==> src/rtl/rr_arbiter_enc_pkg.sv <==
// Shared definitions for the round-robin arbiter and the 4:16 line decoder it feeds.
package rr_arbiter_enc_pkg;

  typedef enum logic {
    IDLE  = 1'b0,
    GRANT = 1'b1
  } arb_state_e;

  // Code 0 means "no line selected" on the decoder input.
  localparam int CODE_NONE = 0;

endpackage

==> src/rtl/rr_arbiter_enc_if.sv <==
// Request/grant bundle between requesters and the arbiter.
interface rr_arbiter_enc_if #(
  parameter int N      = 15,
  parameter int CODE_W = 4
) ();
  logic [N-1:0]      req;
  logic              done;
  logic [CODE_W-1:0] grant_code;
  logic              grant_valid;
  logic              timeout;

  modport master (output req, output done,
                  input grant_code, input grant_valid, input timeout);
  modport slave  (input req, input done,
                  output grant_code, output grant_valid, output timeout);
endinterface

==> src/rtl/rr_pick.sv <==
// Rotating priority find: first set bit of req_i at or above ptr_i, wrapping at N-1.
module rr_pick #(
  parameter int N = 15,
  parameter int W = 4
) (
  input  logic [N-1:0] req_i,
  input  logic [W-1:0] ptr_i,
  output logic         found_o,
  output logic [W-1:0] idx_o
);
  int j;

  // Scan from the farthest offset down so the nearest hit is the last one written.
  always_comb begin
    found_o = 1'b0;
    idx_o   = '0;
    j       = 0;
    for (int k = N - 1; k >= 0; k--) begin
      j = int'(ptr_i) + k;
      if (j >= N) j = j - N;
      if (req_i[j]) begin
        found_o = 1'b1;
        idx_o   = W'(j);
      end
    end
  end
endmodule

==> src/rtl/rr_arbiter_enc.sv <==
// Round-robin arbiter producing a registered binary grant code + enable for a line decoder.
module rr_arbiter_enc
  import rr_arbiter_enc_pkg::*;
#(
  parameter int N        = 15,
  parameter int CODE_W   = 4,
  parameter int MAX_HOLD = 255,
  parameter int HOLD_W   = 8
) (
  input logic             clk,
  input logic             rst_n,
  rr_arbiter_enc_if.slave bus
);
  arb_state_e        state_q;
  logic [CODE_W-1:0] code_q, ptr_q;
  logic              valid_q, tmo_q;
  logic [HOLD_W-1:0] hold_q;

  logic              found;
  logic [CODE_W-1:0] idx, owner, ptr_d;
  logic [2**CODE_W-1:0] req_ext;
  logic              owner_req, hit_lim, rel;

  rr_pick #(.N(N), .W(CODE_W)) u_pick (
    .req_i   (bus.req),
    .ptr_i   (ptr_q),
    .found_o (found),
    .idx_o   (idx)
  );

  // Zero-extend so indexing by owner never leaves the vector.
  assign req_ext   = {{(2**CODE_W-N){1'b0}}, bus.req};
  assign owner     = code_q - CODE_W'(1);
  assign owner_req = req_ext[owner];
  assign hit_lim   = (hold_q == HOLD_W'(MAX_HOLD - 1));
  assign rel       = bus.done | ~owner_req | hit_lim;
  assign ptr_d     = (owner == CODE_W'(N - 1)) ? '0 : owner + CODE_W'(1);

  always_ff @(posedge clk or negedge rst_n) begin
    if (!rst_n) begin
      state_q <= IDLE;
      code_q  <= CODE_W'(CODE_NONE);
      valid_q <= 1'b0;
      tmo_q   <= 1'b0;
      ptr_q   <= '0;
      hold_q  <= '0;
    end else begin
      tmo_q <= 1'b0;
      case (state_q)
        IDLE: begin
          if (found) begin
            code_q  <= idx + CODE_W'(1);
            valid_q <= 1'b1;
            hold_q  <= '0;
            state_q <= GRANT;
          end
        end
        GRANT: begin
          hold_q <= hold_q + HOLD_W'(1);
          if (rel) begin
            code_q  <= CODE_W'(CODE_NONE);
            valid_q <= 1'b0;
            ptr_q   <= ptr_d;
            // Forced release only when nothing else explains it.
            tmo_q   <= hit_lim & ~bus.done & owner_req;
            state_q <= IDLE;
          end
        end
        default: state_q <= IDLE;
      endcase
    end
  end

  assign bus.grant_code  = code_q;
  assign bus.grant_valid = valid_q;
  assign bus.timeout     = tmo_q;
endmodule

==> src/flat_wrapper.sv <==
// flat-port wrapper written by rule: the top's interface ports become plain ports
module rr_arbiter_enc_flat import rr_arbiter_enc_pkg::*;
#(
  parameter int N        = 15,
  parameter int CODE_W   = 4,
  parameter int MAX_HOLD = 255,
  parameter int HOLD_W   = 8
)
  (clk, rst_n, bus_req, bus_done, bus_grant_code, bus_grant_valid, bus_timeout);
  rr_arbiter_enc_if #(.N(N), .CODE_W(CODE_W)) bus_i ();
  input logic clk;
  input logic rst_n;
  input wire logic [$bits(bus_i.req)-1:0] bus_req;
  input wire logic [$bits(bus_i.done)-1:0] bus_done;
  output wire logic [$bits(bus_i.grant_code)-1:0] bus_grant_code;
  output wire logic [$bits(bus_i.grant_valid)-1:0] bus_grant_valid;
  output wire logic [$bits(bus_i.timeout)-1:0] bus_timeout;
  assign bus_i.req = bus_req;
  assign bus_i.done = bus_done;
  assign bus_grant_code = bus_i.grant_code;
  assign bus_grant_valid = bus_i.grant_valid;
  assign bus_timeout = bus_i.timeout;
  rr_arbiter_enc #(.N(N), .CODE_W(CODE_W), .MAX_HOLD(MAX_HOLD), .HOLD_W(HOLD_W)) u_core (.clk(clk), .rst_n(rst_n), .bus(bus_i));
endmodule
==> config.mk <==
export PLATFORM = sky130hd
export DESIGN_NAME = rr_arbiter_enc_flat
export DESIGN_NICKNAME = d
export VERILOG_FILES = /design/src/rtl/rr_arbiter_enc_pkg.sv /design/src/rtl/rr_arbiter_enc_if.sv /design/src/rtl/rr_pick.sv /design/src/rtl/rr_arbiter_enc.sv /design/src/flat_wrapper.sv
export SDC_FILE = /design/constraint.sdc
export NUM_CORES = 1
export LEC_CHECK = 0
export CAP_MARGIN = 20
export CORE_MARGIN = 3
export CORE_UTILIZATION = 35
export CTS_BUF_LIST = sky130_fd_sc_hd__clkbuf_4 sky130_fd_sc_hd__clkbuf_8
export DETAILED_ROUTE_END_ITERATION = 12
export GPL_TIMING_DRIVEN = 0
export PLACE_DENSITY = 0.52
export SLEW_MARGIN = 0
export SYNTH_ARGS = -nofsm -noshare
export SYNTH_HDL_FRONTEND = slang
export SYNTH_SLANG_ARGS = --single-unit
==> constraint.sdc <==
create_clock -name clk -period 8.6 [get_ports clk]
set_clock_uncertainty 0.15 [all_clocks]
set_input_delay 1.72 -clock clk [delete_from_list [all_inputs] [get_ports clk]]
set_output_delay 1.72 -clock clk [all_outputs]
set_load 0.02 [all_outputs]
==> key figures <==
Floorplan
  • Io pins: 24
  • Num rows: 56
  • Horiz. Die Dim: 163 µm
  • CORE AREA: 23900 µm²
  • Initial core utilization: 0.362
  • Die footprint: 26700 µm²
  • Die H: roughly 160 µm

Synth
  • Synth async-reset ratio: 1.00
  • Mean post-synth cell area: 7.16 µm²
  • Main synth FF type: dfrtp_1
  • Synthesized cell area: 8660 µm²
  • Syn Inst Count: ~1200
  • Seq/Total Area, Yosys: 0.0549
  • Flops & latches, synth: 19
  • Yosys warns: 0
  • Count of cell types in the netlist: between 100 and 150
  • Mapped Nets: around 1300
  • EDFF count, synth: 0

Layout
  • Area occupied by multi-input gates: ~7400 µm²
  • P&R area growth vs syn: 7.25%
  • Final nets: ~1300
  • Filler cells: 2542
  • Sequential Area: 475 µm²
  • Design Area, Final: 9290 µm²
  • Layout cell share with drive strength beyond 1: 0.123

Status
  • Status: completed

GRT
  • Met3 usage: 0.0959
  • GR Layer Usage met1: 0.493
  • First-pass GRT wire length: 73.2 mm
  • Initial antenna violation count: 1
  • Largest net degree at the start of global routing: 20
  • Vias in the first global route: 10700
  • Global route total overflow: 0
  • Most Crowded Layer GR: met2
  • Met2 Usage GRT: 0.524
  • Overall routing resource usage: 0.370

Clock network
  • Clock slew seen by the registers of the worst setup and hold paths: about 0.08 ns
  • Number of buffers created by CTS: 3
  • Clk sink count: 19
  • TritonCTS clock tree: built
  • Latest clock arrival within the worst-skew pair: approximately 0.26 ns
  • Max Buffers Root-to-Sink: 2
  • # resized after CTS: 0
  • CTS Root Cell: clkbuf_8
  • Setup Buffers After CTS: 0
  • Post-CTS Hold Fix Bufs: 0
  • H-tree depth: 1

Drt
  • Detailed Route WL: between 50 and 60 mm
  • Via count: approximately 12000
  • DR WL/cell: 32.8 µm
  • Residual DRC: 0
  • Initial DRC count: around 1900
  • Antenna Nets Post-Route: 0
  • Vias/cell: between 7 and 8
  • 1st-pass router iterations: 6

Placed design
  • PortBufs: 18
  • Gpl congestion: ~1.1
  • Detailed Place HPWL: approximately 38 mm
  • Placed cell area: approximately 9200 µm²

Critical path
  • Worst-path cell chain: buf_6 > buf_6 > inv_2 > buf_1 > buf_2 > ha_1 > buf_4 > buf_6 > clkinv_1 > clkbuf_1 > mux2i_1 > a221oi_1 > a21oi_1 > a21oi_2 > o21ai_0 > o211a_1 > o221ai_1 > a31oi_1 > nor2_1 > ha_1 > inv_1 > or4_1 > o311ai_1
  • Max incr delay on CP: around 0.73 ns
  • Crit-path leading delay family: buffers and inverters
  • Buf/Inv on CP: 10
  • Crit-path slowest cell: buf_1
  • Crit-path most repeated cell: buf_6
  • Setup CP Type: flop to flop
  • Critical path endpoint category: flop
  • Max Fanout on Critical Path: 11
  • CP Launch Type: flop
  • Critical Path RT: approximately 8.6 ns
  • Crit path DAT: between 8 and 9 ns

Run
  • Max-cap violation count: 0

Timing
  • Final Slew Violations: 0
  • Final min period: between 8 and 9 ns
  • Endpoints failing hold: 0
  • Final Setup Violations: 0
  • Slew margin rel.: 0.154
  • Worst Max-Slew Pin Slew: between 1 and 1.5 ns
  • RSZ-0062 raised after global routing: no
  • FMAX: 123 MHz
  • Tcrit/Tclk final: 0.948
  • Setup_tns: 0 ns

Worst hold path
  • Worst hold path class: flop to flop
## layer usage
metal  up-vias  part of all wire
met5         -                 0
met4         0             0.085
li1       4765                 -
met1      5425              0.39
met3       282              0.14
met2      1138              0.39
## layout by cell type (no fill, tap or decap), types with 13 or more instances in the layout
master and n:
mux2i_1 56, o21ai_0 85, ha_1 23, a31oi_1 20
buf_6 19, nand2b_1 18, nor3_1 49, a221oi_1 15
nor2_1 80, o211ai_1 29, a21o_1 20, clkdlybuf4s50_1 18
dfrtp_1 19, buf_4 18, xnor2_1 31, a211oi_1 34
nand2_1 90, a22oi_1 13, a21oi_1 79, clkbuf_1 48
mux4_2 13, inv_1 28, o221ai_1 18, o22ai_1 16
nor2b_1 23, nand3_1 44, buf_2 31
## Yosys cell counts (13+ instances only)
library cell	count	area, µm²
o22ai_1	16	100
o21ai_0	85	425
nor2b_1	23	144
a21o_1	20	150
o221ai_1	18	158
buf_2	31	155
inv_1	28	105
a211oi_1	34	255
a21oi_1	79	395
nand3_1	44	220
clkbuf_1	48	180
xnor2_1	31	272
o211ai_1	29	218
a31oi_1	20	125
nor2_1	80	300
a221oi_1	15	131
mux4_2	13	293
buf_4	18	135
nor3_1	49	245
nand2b_1	18	113
nand2_1	90	338
dfrtp_1	19	475
ha_1	23	288
buf_6	19	214
a22oi_1	13	97.6
mux2i_1	56	561
## state kept, by name, indices dropped and copies added (netlist names)
register / count
u_core.bus.grant_valid: 1
u_core.hold_q: 8
u_core.bus.grant_code: 4
u_core.ptr_q: 4
u_core.state_q: 1
u_core.bus.timeout: 1
## area by class of cell
type                       instances  area share
clock inverter                     1    0.000539
multi-input combinational       1037       0.791
tap                              319      0.0430
clock buffer                       3     0.00445
antenna                            1    0.000269
inverter                          33      0.0133
timing repair buffer              18      0.0194
buffer                           120      0.0765
sequential                        19      0.0512
## path summary, 6_finish.rpt
| kind | startpoint | endpoint | slack (ns) | cells after the start |
|---|---|---|---|---|
| worst min-delay path | u_core.hold_q[5]$_DFFE_PN0P_ | u_core.hold_q[5]$_DFFE_PN0P_ | 0.36 | 1 |
| worst max register to register | u_core.ptr_q[0]$_DFFE_PN0P_ | u_core.bus.grant_code[2]$_DFFE_PN0P_ | 0.45 | 23 |
| max in group asynchronous | rst_n | u_core.bus.grant_code[2]$_DFFE_PN0P_ | 5.95 | 1 |
| worst max-delay path | u_core.ptr_q[0]$_DFFE_PN0P_ | u_core.bus.grant_code[2]$_DFFE_PN0P_ | 0.45 | 23 |
| worst min register to register | u_core.hold_q[5]$_DFFE_PN0P_ | u_core.hold_q[5]$_DFFE_PN0P_ | 0.36 | 1 |
| min in group asynchronous | rst_n | u_core.bus.timeout$_DFF_PN0_ | 1.81 | 1 |
## per-stage QoR
stage | hold slack [ns] | setup WS, ns | cells | util
finish | 0.364 | 0.450 | 1551 | 0.389
global route | 0.404 | 0.588 | 1550 | 0.389
CTS | 0.364 | 1.02 | 1550 | 0.389
detailed placement | 0.340 | 1.08 | 1546 | 0.387
global placement | 0.355 | 0.994 | 1546 | 0.387
floorplan | 0.316 | 3.60 | 1209 | -
## logic make-up after synthesis
logic type                 Yosys count  share of synthesized area
AOI/OAI and AO/OA                  500                      0.423
xor gates and xnor gates            40                     0.0470
adders and majority gates           23                     0.0332
buffers and inverters              153                     0.0964
DFF                                 19                     0.0549
muxes                               77                      0.109
and+or+nand+nor                    397                      0.236
Power is left out: the tool's default activity adds up to more than one toggle a clock period on the data nets, which glitch-free logic cannot reach.
==> variant: new RTL, same flow settings <==
`CODE_W` is set to 4 in 3 places; all go to 6.
--- a/src/rtl/rr_arbiter_enc_if.sv
+++ b/src/rtl/rr_arbiter_enc_if.sv
@@ -1,7 +1,7 @@
 // Request/grant bundle between requesters and the arbiter.
 interface rr_arbiter_enc_if #(
   parameter int N      = 15,
-  parameter int CODE_W = 4
+  parameter int CODE_W = 6
 ) ();
   logic [N-1:0]      req;
   logic              done;
--- a/src/rtl/rr_arbiter_enc.sv
+++ b/src/rtl/rr_arbiter_enc.sv
@@ -3,7 +3,7 @@
   import rr_arbiter_enc_pkg::*;
 #(
   parameter int N        = 15,
-  parameter int CODE_W   = 4,
+  parameter int CODE_W   = 6,
   parameter int MAX_HOLD = 255,
   parameter int HOLD_W   = 8
 ) (
--- a/src/flat_wrapper.sv
+++ b/src/flat_wrapper.sv
@@ -2,7 +2,7 @@
 module rr_arbiter_enc_flat import rr_arbiter_enc_pkg::*;
 #(
   parameter int N        = 15,
-  parameter int CODE_W   = 4,
+  parameter int CODE_W   = 6,
   parameter int MAX_HOLD = 255,
   parameter int HOLD_W   = 8
 )
Interface: changed (resized bus_grant_code); port bits go from 24 to 26. The function was not compared with the original's and may differ.
==> variant against the original RTL <==
  * Setup slack worse by 0.33 ns
  * Cell area up 19%
  * Utilization rose by 0.21 points
  * Worst hold slack lost 0.034 ns
  * Wire length rose by 27%
  * Sequential cell count up 4
  * Area after synthesis rose by 18%
Power is left out: the tool's default activity adds up to more than one toggle a clock period on the data nets, which glitch-free logic cannot reach.
==> variant: results (changes against the original RTL) <==
Post-synth EDFFs = 0 (unchanged)
Vias in the first global route = 12200 (+14%)
Post-synthesis compound-gate area fraction = 36.5% (-5.9 points)
Initial antenna violation count = 2 (+1)
Synth Area in Adders = 2.79% (-0.53 points)
Crit-path leading delay family = buffers and inverters
Maximum buffer depth of the clock tree = 2 (unchanged)
Synth unique cells = 114 (+3.6%)
Final Hold Fails = 0 (unchanged)
Main flop type after synthesis = dfrtp_1
Placement Cell Area = 11000 um2 (+19%)
Slowest cell on crit path = clkbuf_2
Routed length per instance = 34.5 um (+5.0%)
Layout cells sized above 1 = 11.7% (-0.61 points)
Antenna Cells = 0 (-1)
Vias per inst = 7.14 (-4.7%)
HP Start = u_core.hold_q[6]$_DFFE_PN0P_
Final Wtd Congestion = 1.05 (-3.5%)
Global-route wire length before repair = 90.5 mm (+24%)
Worst-Skew Late Latency = 0.29 ns (+0.03 ns)
Htree depth = 1 (unchanged)
CP Max Fanout = 19 (+8)
Data arrival, critical path = 8.51 ns (+0.36 ns)
Total grt overflow = 0 (unchanged)
Iteration-0 DRC Markers = 2066 (+9.4%)
Syn nets = 1511 (+21%)
CP max stage delay = 0.53 ns (-0.20 ns)
Top post-synthesis cells by area = mux2i_1 8.1%, xnor2_1 5.7%, dfrtp_1 5.6%
Largest Register = u_core.hold_q
Final HPWL DP = 50.8 mm (+35%)
Slew of the pin with the lowest slew margin = 1.29 ns (+0.0245 ns)
Outcome = completed
Port Buffers = 23 (+5)
Gr usage total = 40.1% (+3.1 points)
Synth top cells by count = 153 x nand2_1, 115 x nor2_1, 97 x a21oi_1, 83 x mux2i_1, 83 x o21ai_0
Post-synthesis sequential area ratio = 5.63% (+0.14 points)
Portion of netlist area occupied by mux cells = 13.1% (+2.2 points)
Post-Synth XOR/XNOR Area = 6.77% (+2.1 points)
==> variant: cell types whose count changed after synthesis, moves of 13 or more <==
cell | unedited run | this run
mux2i_1 | 56 | 83
nand3_1 | 44 | 67
mux2_2 | 6 | 19
nand2_1 | 90 | 153
xnor2_1 | 31 | 66
nor2_1 | 80 | 115
a21oi_1 | 79 | 97
==> variant: final timing paths <==
path                                                              to  slack, ns  depth (start not counted)
worst max-delay path            u_core.bus.grant_code[4]$_DFFE_PN0P_       0.12                         23
worst min-delay path                    u_core.hold_q[6]$_DFFE_PN0P_       0.33                          1
worst max register to register  u_core.bus.grant_code[4]$_DFFE_PN0P_       0.12                         23
worst min register to register          u_core.hold_q[6]$_DFFE_PN0P_       0.33                          1
max in group asynchronous                u_core.ptr_q[4]$_DFFE_PN0P_       6.31                          2
min in group asynchronous         u_core.bus.grant_valid$_DFFE_PN0P_       1.56                          1
==> variant: area by class of cell <==
type | instances | area [um2]
well taps | 378 | 473
plain buffers | 122 | 597
multi-input cells | 1288 | 8930
fillers | 3097 | 17200
flip-flops and latches | 23 | 576
clock buffers | 3 | 41.3
inverters | 37 | 139
repair buffers | 27 | 278
clock inverters | 1 | 5.00
==> variant: repair_timing <==
action	CTS	global route
setup endpoints to repair	16	2
pin swaps	0	0
gates resized for setup	5	6
==> variant: metal layers <==
metal  share of wire (%)  up-vias  track usage (%)
met4                 6.6        4             20.6
met2                  42     1027             60.4
li1                    -     5687                -
met3                  12      221             9.57
met5               0.042        -                0
met1                  39     6469             53.3
==> variant: stage by stage <==
step                instances  hold WS (ns)  worst slack [ns]
floorplan                1471         0.301              2.68
global placement         1872         0.313             -1.69
detailed placement       1876         0.320             -1.65
CTS                      1879         0.333             0.145
global route             1879         0.373            0.0970
finish                   1879         0.330             0.121
